--- src/rtl/if_stage_pkg.sv ---
// if_stage shared types: reset defaults, next-PC select encoding,
// and the IF/ID pipeline register bundle.
package if_stage_pkg;

  localparam logic [31:0] RESET_PC_DEF  = 32'h0000_3000;
  localparam logic [31:0] NOP_INSTR_DEF = 32'h0000_0000;

  typedef enum logic [1:0] {
    NPC_SEQ = 2'd0,
    NPC_BR  = 2'd1,
    NPC_J   = 2'd2,
    NPC_JR  = 2'd3
  } npc_sel_e;

  typedef struct packed {
    logic [31:0] instr;
    logic [31:0] pc;
    logic [31:0] pc8;
    logic        valid;
  } if_id_t;

endpackage

--- src/rtl/if_stage_if.sv ---
// Fetch-stage bus: hazard controls, IM port, D-stage redirects, IF/ID outs.
// master = fetch stage, slave = surrounding pipeline / IM / hazard unit.
interface if_stage_if;
  logic        stall;
  logic        flush;
  logic [31:0] instr_F;
  logic        br_take_D;
  logic        jump_D;
  logic        jr_D;
  logic [15:0] imm16_D;
  logic [25:0] index26_D;
  logic [31:0] rs_data_D;
  logic [31:0] pc_F;
  logic [31:0] instr_D;
  logic [31:0] pc_D;
  logic [31:0] pc8_D;
  logic        valid_D;

  modport master (
    input  stall, flush, instr_F,
    input  br_take_D, jump_D, jr_D,
    input  imm16_D, index26_D, rs_data_D,
    output pc_F, instr_D, pc_D, pc8_D,
    output valid_D
  );

  modport slave (
    output stall, flush, instr_F,
    output br_take_D, jump_D, jr_D,
    output imm16_D, index26_D, rs_data_D,
    input  pc_F, instr_D, pc_D, pc8_D,
    input  valid_D
  );
endinterface

--- src/rtl/if_stage_npc_calc.sv ---
// Combinational next-PC: jr > j/jal > taken beq > pc_F+4.
// Branch/jump targets are relative to pc_D+4 (delay slot address).
module npc_calc
  import if_stage_pkg::*;
(
  input  logic [31:0] pc_f,
  input  logic [31:0] pc_d,
  input  logic        br_take,
  input  logic        jump,
  input  logic        jr,
  input  logic [15:0] imm16,
  input  logic [25:0] index26,
  input  logic [31:0] rs_data,
  output logic [31:0] npc
);

  logic [31:0] pc4_d;
  logic [31:0] br_off;
  npc_sel_e    sel;

  assign pc4_d  = pc_d + 32'd4;
  assign br_off = {{14{imm16[15]}}, imm16, 2'b00};

  // Redirects may overlap (jr with jump), so encode priority first.
  always_comb begin
    sel = NPC_SEQ;
    if (jr)           sel = NPC_JR;
    else if (jump)    sel = NPC_J;
    else if (br_take) sel = NPC_BR;
  end

  always_comb begin
    npc = pc_f + 32'd4;
    unique case (sel)
      NPC_JR:  npc = rs_data;
      NPC_J:   npc = {pc4_d[31:28], index26, 2'b00};
      NPC_BR:  npc = pc4_d + br_off;
      NPC_SEQ: npc = pc_f + 32'd4;
    endcase
  end

endmodule

--- src/rtl/if_stage.sv ---
// Fetch stage: PC register, next-PC select and IF/ID register.
// Ports: clk, reset (sync, high), bus (if_stage_if.master).
module if_stage
  import if_stage_pkg::*;
#(
  parameter logic [31:0] RESET_PC  = RESET_PC_DEF,
  parameter logic [31:0] NOP_INSTR = NOP_INSTR_DEF
) (
  input  logic       clk,
  input  logic       reset,
  if_stage_if.master bus
);

  logic [31:0] pc_q;
  logic [31:0] npc;
  if_id_t      ifid_q;

  npc_calc u_npc (
    .pc_f    (pc_q),
    .pc_d    (ifid_q.pc),
    .br_take (bus.br_take_D),
    .jump    (bus.jump_D),
    .jr      (bus.jr_D),
    .imm16   (bus.imm16_D),
    .index26 (bus.index26_D),
    .rs_data (bus.rs_data_D),
    .npc     (npc)
  );

  // Stall freezes everything (redirects retried next cycle);
  // flush only bubbles IF/ID, the PC still advances.
  always_ff @(posedge clk) begin
    if (reset) begin
      pc_q         <= RESET_PC;
      ifid_q.instr <= NOP_INSTR;
      ifid_q.pc    <= '0;
      ifid_q.pc8   <= '0;
      ifid_q.valid <= 1'b0;
    end else if (!bus.stall) begin
      pc_q <= npc;
      if (bus.flush) begin
        ifid_q.instr <= NOP_INSTR;
        ifid_q.pc    <= '0;
        ifid_q.pc8   <= '0;
        ifid_q.valid <= 1'b0;
      end else begin
        ifid_q.instr <= bus.instr_F;
        ifid_q.pc    <= pc_q;
        ifid_q.pc8   <= pc_q + 32'd8;
        ifid_q.valid <= 1'b1;
      end
    end
  end

  assign bus.pc_F    = pc_q;
  assign bus.instr_D = ifid_q.instr;
  assign bus.pc_D    = ifid_q.pc;
  assign bus.pc8_D   = ifid_q.pc8;
  assign bus.valid_D = ifid_q.valid;

endmodule

--- src/flat_wrapper.sv ---
// flat-port wrapper written by rule: the top's interface ports become plain ports
module if_stage_flat import if_stage_pkg::*;
#(
  parameter logic [31:0] RESET_PC  = RESET_PC_DEF,
  parameter logic [31:0] NOP_INSTR = NOP_INSTR_DEF
)
  (clk, reset, bus_stall, bus_flush, bus_instr_F, bus_br_take_D, bus_jump_D, bus_jr_D, bus_imm16_D, bus_index26_D, bus_rs_data_D, bus_pc_F, bus_instr_D, bus_pc_D, bus_pc8_D, bus_valid_D);
  if_stage_if bus_i ();
  input  logic clk;
  input  logic reset;
  input wire logic [$bits(bus_i.stall)-1:0] bus_stall;
  input wire logic [$bits(bus_i.flush)-1:0] bus_flush;
  input wire logic [$bits(bus_i.instr_F)-1:0] bus_instr_F;
  input wire logic [$bits(bus_i.br_take_D)-1:0] bus_br_take_D;
  input wire logic [$bits(bus_i.jump_D)-1:0] bus_jump_D;
  input wire logic [$bits(bus_i.jr_D)-1:0] bus_jr_D;
  input wire logic [$bits(bus_i.imm16_D)-1:0] bus_imm16_D;
  input wire logic [$bits(bus_i.index26_D)-1:0] bus_index26_D;
  input wire logic [$bits(bus_i.rs_data_D)-1:0] bus_rs_data_D;
  output wire logic [$bits(bus_i.pc_F)-1:0] bus_pc_F;
  output wire logic [$bits(bus_i.instr_D)-1:0] bus_instr_D;
  output wire logic [$bits(bus_i.pc_D)-1:0] bus_pc_D;
  output wire logic [$bits(bus_i.pc8_D)-1:0] bus_pc8_D;
  output wire logic [$bits(bus_i.valid_D)-1:0] bus_valid_D;
  assign bus_i.stall = bus_stall;
  assign bus_i.flush = bus_flush;
  assign bus_i.instr_F = bus_instr_F;
  assign bus_i.br_take_D = bus_br_take_D;
  assign bus_i.jump_D = bus_jump_D;
  assign bus_i.jr_D = bus_jr_D;
  assign bus_i.imm16_D = bus_imm16_D;
  assign bus_i.index26_D = bus_index26_D;
  assign bus_i.rs_data_D = bus_rs_data_D;
  assign bus_pc_F = bus_i.pc_F;
  assign bus_instr_D = bus_i.instr_D;
  assign bus_pc_D = bus_i.pc_D;
  assign bus_pc8_D = bus_i.pc8_D;
  assign bus_valid_D = bus_i.valid_D;
  if_stage #(.RESET_PC(RESET_PC), .NOP_INSTR(NOP_INSTR)) u_core (.clk(clk), .reset(reset), .bus(bus_i));
endmodule
--- config.mk ---
export PLATFORM = sky130hd
export DESIGN_NAME = if_stage_flat
export DESIGN_NICKNAME = d
export VERILOG_FILES = /design/src/rtl/if_stage_pkg.sv /design/src/rtl/if_stage_if.sv /design/src/rtl/if_stage_npc_calc.sv /design/src/rtl/if_stage.sv /design/src/flat_wrapper.sv
export SDC_FILE = /design/constraint.sdc
export NUM_CORES = 1
export LEC_CHECK = 0
export BUFFER_PORTS_ARGS = -buffer_cell sky130_fd_sc_hd__buf_2
export CORE_ASPECT_RATIO = 0.7
export CORE_MARGIN = 3
export CORE_UTILIZATION = 47
export CTS_CLUSTER_SIZE = 8
export DETAILED_ROUTE_END_ITERATION = 8
export PLACE_DENSITY = 0.73
export SETUP_SLACK_MARGIN = 0.05
export SLEW_MARGIN = 25
export SYNTH_ARGS = -nofsm -noshare
export SYNTH_HDL_FRONTEND = slang
export SYNTH_HIERARCHICAL = 1
export SYNTH_SLANG_ARGS = --single-unit
--- constraint.sdc ---
create_clock -name clk -period 7.01 [get_ports clk]
set_input_delay 0 -clock clk [delete_from_list [all_inputs] [get_ports clk]]
set_output_delay 0 -clock clk [all_outputs]
set_load 0.02 [all_outputs]
==> run metrics <==
Clk pwr share=43.2%; CP Capture Type=flop; WL final=31,900 microns; largest net degree at the start of global routing=72; clk slew on worst S/H paths=about 0.070 ns; worst r2r src=u_core/bus.pc_D[4]; initial DRC count=about 1,100; outcome=finished, final reports clean; CP startpoint=u_core/bus.pc_D[4]; f_max=a little under 200 MHz; Comb pwr share=about a fifth; compound-cell area share of the yosys netlist=~21%; Peak supply drop=about 0.10 mV; critical path class=reg -> reg; crit path cell chain=nand4_1 > or2_1 > nor2_1 > xor2_1 > ha_1 > and3_1 > nand3_1 > a211oi_1 > nor3_1 > xor2_1 > a2111oi_0 > a221o_1 > dlygate4sd3_1 > mux2i_1 > nor2_1 > dlygate4sd3_1; Synth area leader=dfxtp_1; H-tree depth=4; area share of fa/ha/maj cells after synthesis=5.50%; wire per inst=19.4 microns; CTS tree=done; FF-to-FF path depth=16; crit path capture=u_core/bus.pc_F[16]; Syn Area/Cell=7.78 sq um; Slew Limit Fails=0; Finish-stage setup viols=0; Worst setup SP type=flop; RSZ-0062 raised after global routing=no; Post-Synth XOR/XNOR Area=8.37%; Synth Register Bits=between 100 and 150; gr ovfl total=0; initial antenna violation count=3; Vias/cell=6.01; Final Hold Violating Endpoints=0; WHS Path Cells=5; die width=around 170 microns; commonest non-fill, non-tap cell in the layout=buf_2; CTS buffer count=17; num ports=approximately 240; period utilization=71.7%; DR DRC count=0; worst-margin pin slew=approximately 1.0 ns; Total GRT Usage=30.0%; worst r2r dst=u_core/bus.pc_F[16]; Async SR Flop Fraction=0%; Worst path max stage delay=about 0.66 ns; Worst Path Required=around 7.4 ns; Max stage delay cell, worst path=a211oi_1; core footprint=18,200 sq um; sequential element share of the synthesized area=between 20% and 30%; number of synthesized flops with an enable pin=0; CTS root buffer=clkbuf_16; mux contribution to synthesized area=4.98%; sw frac=between 30 and 40%; P&R area growth vs syn=29.4%; LEAKAGE=between 0.005 and 0.006 uW; CTS Hold Buffers Added=71; CP arrival=5.40 ns; dpl hpwl=approximately 22,000 microns; setup ws final=1.98 ns; vias in the first global route=slightly above 9,000; most frequent cells in the layout=buf_2 (239), nor2_1 (145), dfxtp_1 (126); Yosys top cell area share=between 20% and 30%; clk sink count=between 100 and 150; R2R setup slack=a little under 2 ns; Post-Syn Nets=between 1,000 and 1,500; largest cells by area after synthesis=dfxtp_1 (29%), nor2_1 (6.2%), a21oi_1 (5.4%), xnor2_1 (5.3%), ha_1 (5.3%); post-synthesis simple-gate area fraction=a little over a quarter; vias=9,886; proportion of layout cells with a drive suffix above 1=21.5%; Post-layout nets=between 1,500 and 2,000; register share of total power=between 30% and 40%; Mapped Area=between 8000 and 9000 sq um; Max Cap Viol=0; Synth cell types=76; First-pass DRT Iterations=6; Slew HR=approximately a third; largest family of logic cells by synthesized area=simple AND/OR/NAND/NOR gates; first-pass GRT wire length=49,100 microns; FP Rows=41; Port Buf Inserts=around 240; Mapped Cells=1,128; number of cells on the critical path=16; dpl ws=between 2 and 3 ns; TNS Setup=0 ns; PostCTS Resize Cnt=0; synthesis warning total=6; setup repair bufs after CTS=0; Hold Crit Class=in -> reg; DIE HEIGHT=about 120 microns; clock latency on the worst-skew pair=roughly 0.43 ns; Bufs and invs on worst path=2; die area=20,400 sq um; Final Skew=between 0.01 and 0.015 ns; hold_ws=roughly 0.016 ns; Tmin final=5.03 ns; pwr/cell area=185 nW/um^2; Initial Util=a little under 50%; ys flop type=dfxtp_1; routability cong.=0.983; Fillers=1,613; Final Total Pwr=between 2000 and 2500 uW; critical path's top delay family=simple AND/OR/NAND/NOR gates; CP Max Fanout=8; Net Sw Power=roughly 680 uW; Post-Route Utilization=62.5%; Max Buffers Root-to-Sink=2; Int Pwr=~1400 uW; post-route ant nets=0
routing by layer:
layer / GRT usage, % / wire, microns
met1: 41.0 / 13800
met4: 10.0 / 790
met2: 47.2 / 14000
met5: 0 / 21
met3: 6.50 / 3230
sequential cells by signal (all words and copies together) (netlist names):
name and flops:
u_core/bus.instr_D 32, u_core/bus.valid_D 1, u_core/bus.pc_F 32, u_core/bus.pc8_D 29
u_core/bus.pc_D 32
power groups by stage:
stage	clock [uW]	combinational (uW)	sequential (uW)
floorplan	0	200	831
global placement	0	349	810
detailed placement	0	351	811
CTS	916	384	796
global route	946	424	802
finish	908	395	797
metrics by stage:
| step | instances | area (sq um) |
|---|---|---|
| 6_report | 1644 | 11400 |
| 5_1_grt | 1644 | 11400 |
| 4_1_cts | 1643 | 11400 |
| 3_5_place_dp | 1540 | 10100 |
| 3_3_place_gp | 1540 | 10100 |
| 2_1_floorplan | 1128 | 8780 |
area by class of cell:
type	instances	area, sq um	area share [%]
Clock inverter	15	168	1.48
Clock buffer	17	425	3.75
Sequential cell	126	2520	22.2
Antenna cell	1	2.50	0.0220
Timing Repair Buffer	320	1980	17.5
Tap cell	236	295	2.60
Multi-Input combinational cell	897	5840	51.4
Inverter	32	120	1.06
cell usage after synthesis (all sizes together), types with 14 or more instances:
| cell type | count |
|---|---|
| nor2 | 146 |
| dfxtp | 126 |
| a21oi | 95 |
| nand2 | 79 |
| nand3 | 60 |
| clkbuf | 54 |
| xnor2 | 54 |
| a22oi | 40 |
| mux2i | 38 |
| ha | 37 |
| o21ai | 36 |
| nor3b | 33 |
| inv | 32 |
| nand4 | 29 |
| xor2 | 29 |
| and3 | 24 |
| nor3 | 23 |
| buf | 19 |
| nor2b | 14 |
worst register-to-register path: cells and delay by family, from the launching register on:
kind | cells | cell delay [ns]
DFF | 1 | 0.47
and+or+nand+nor | 7 | 1.40
muxes | 1 | 0.07
xor gates and xnor gates | 2 | 0.27
AOI/OAI and AO/OA | 3 | 1.26
adders and majority gates | 1 | 0.39
buffers and inverters | 2 | 1.10
logic make-up (layout without fill, tap and decap cells):
| logic type | count (synthesis) | in the layout |
|---|---|---|
| AO/OA/AOI/OAI | 273 | 273 |
| XOR/XNOR | 83 | 83 |
| adder cells (fa/ha/maj) | 38 | 38 |
| buffers and inverters | 105 | 384 |
| flip-flops | 126 | 126 |
| multiplexers | 43 | 43 |
| other | 0 | 1 |
| AND/OR/NAND/NOR | 460 | 460 |
worst min-delay path by stage:
stage                           startpoint                      to  slack [ns]
after floorplan             bus_instr_F[0]   u_core/bus.instr_D[0]        0.14
after global placement     bus_instr_F[20]  u_core/bus.instr_D[20]        0.23
after detailed placement   bus_instr_F[16]  u_core/bus.instr_D[16]        0.24
after CTS                 bus_index26_D[4]      u_core/bus.pc_F[6]      0.0009
after global routing      bus_rs_data_D[3]      u_core/bus.pc_F[3]        0.04
final                     bus_index26_D[4]      u_core/bus.pc_F[6]        0.02
Power figures use the tool's default switching activity.
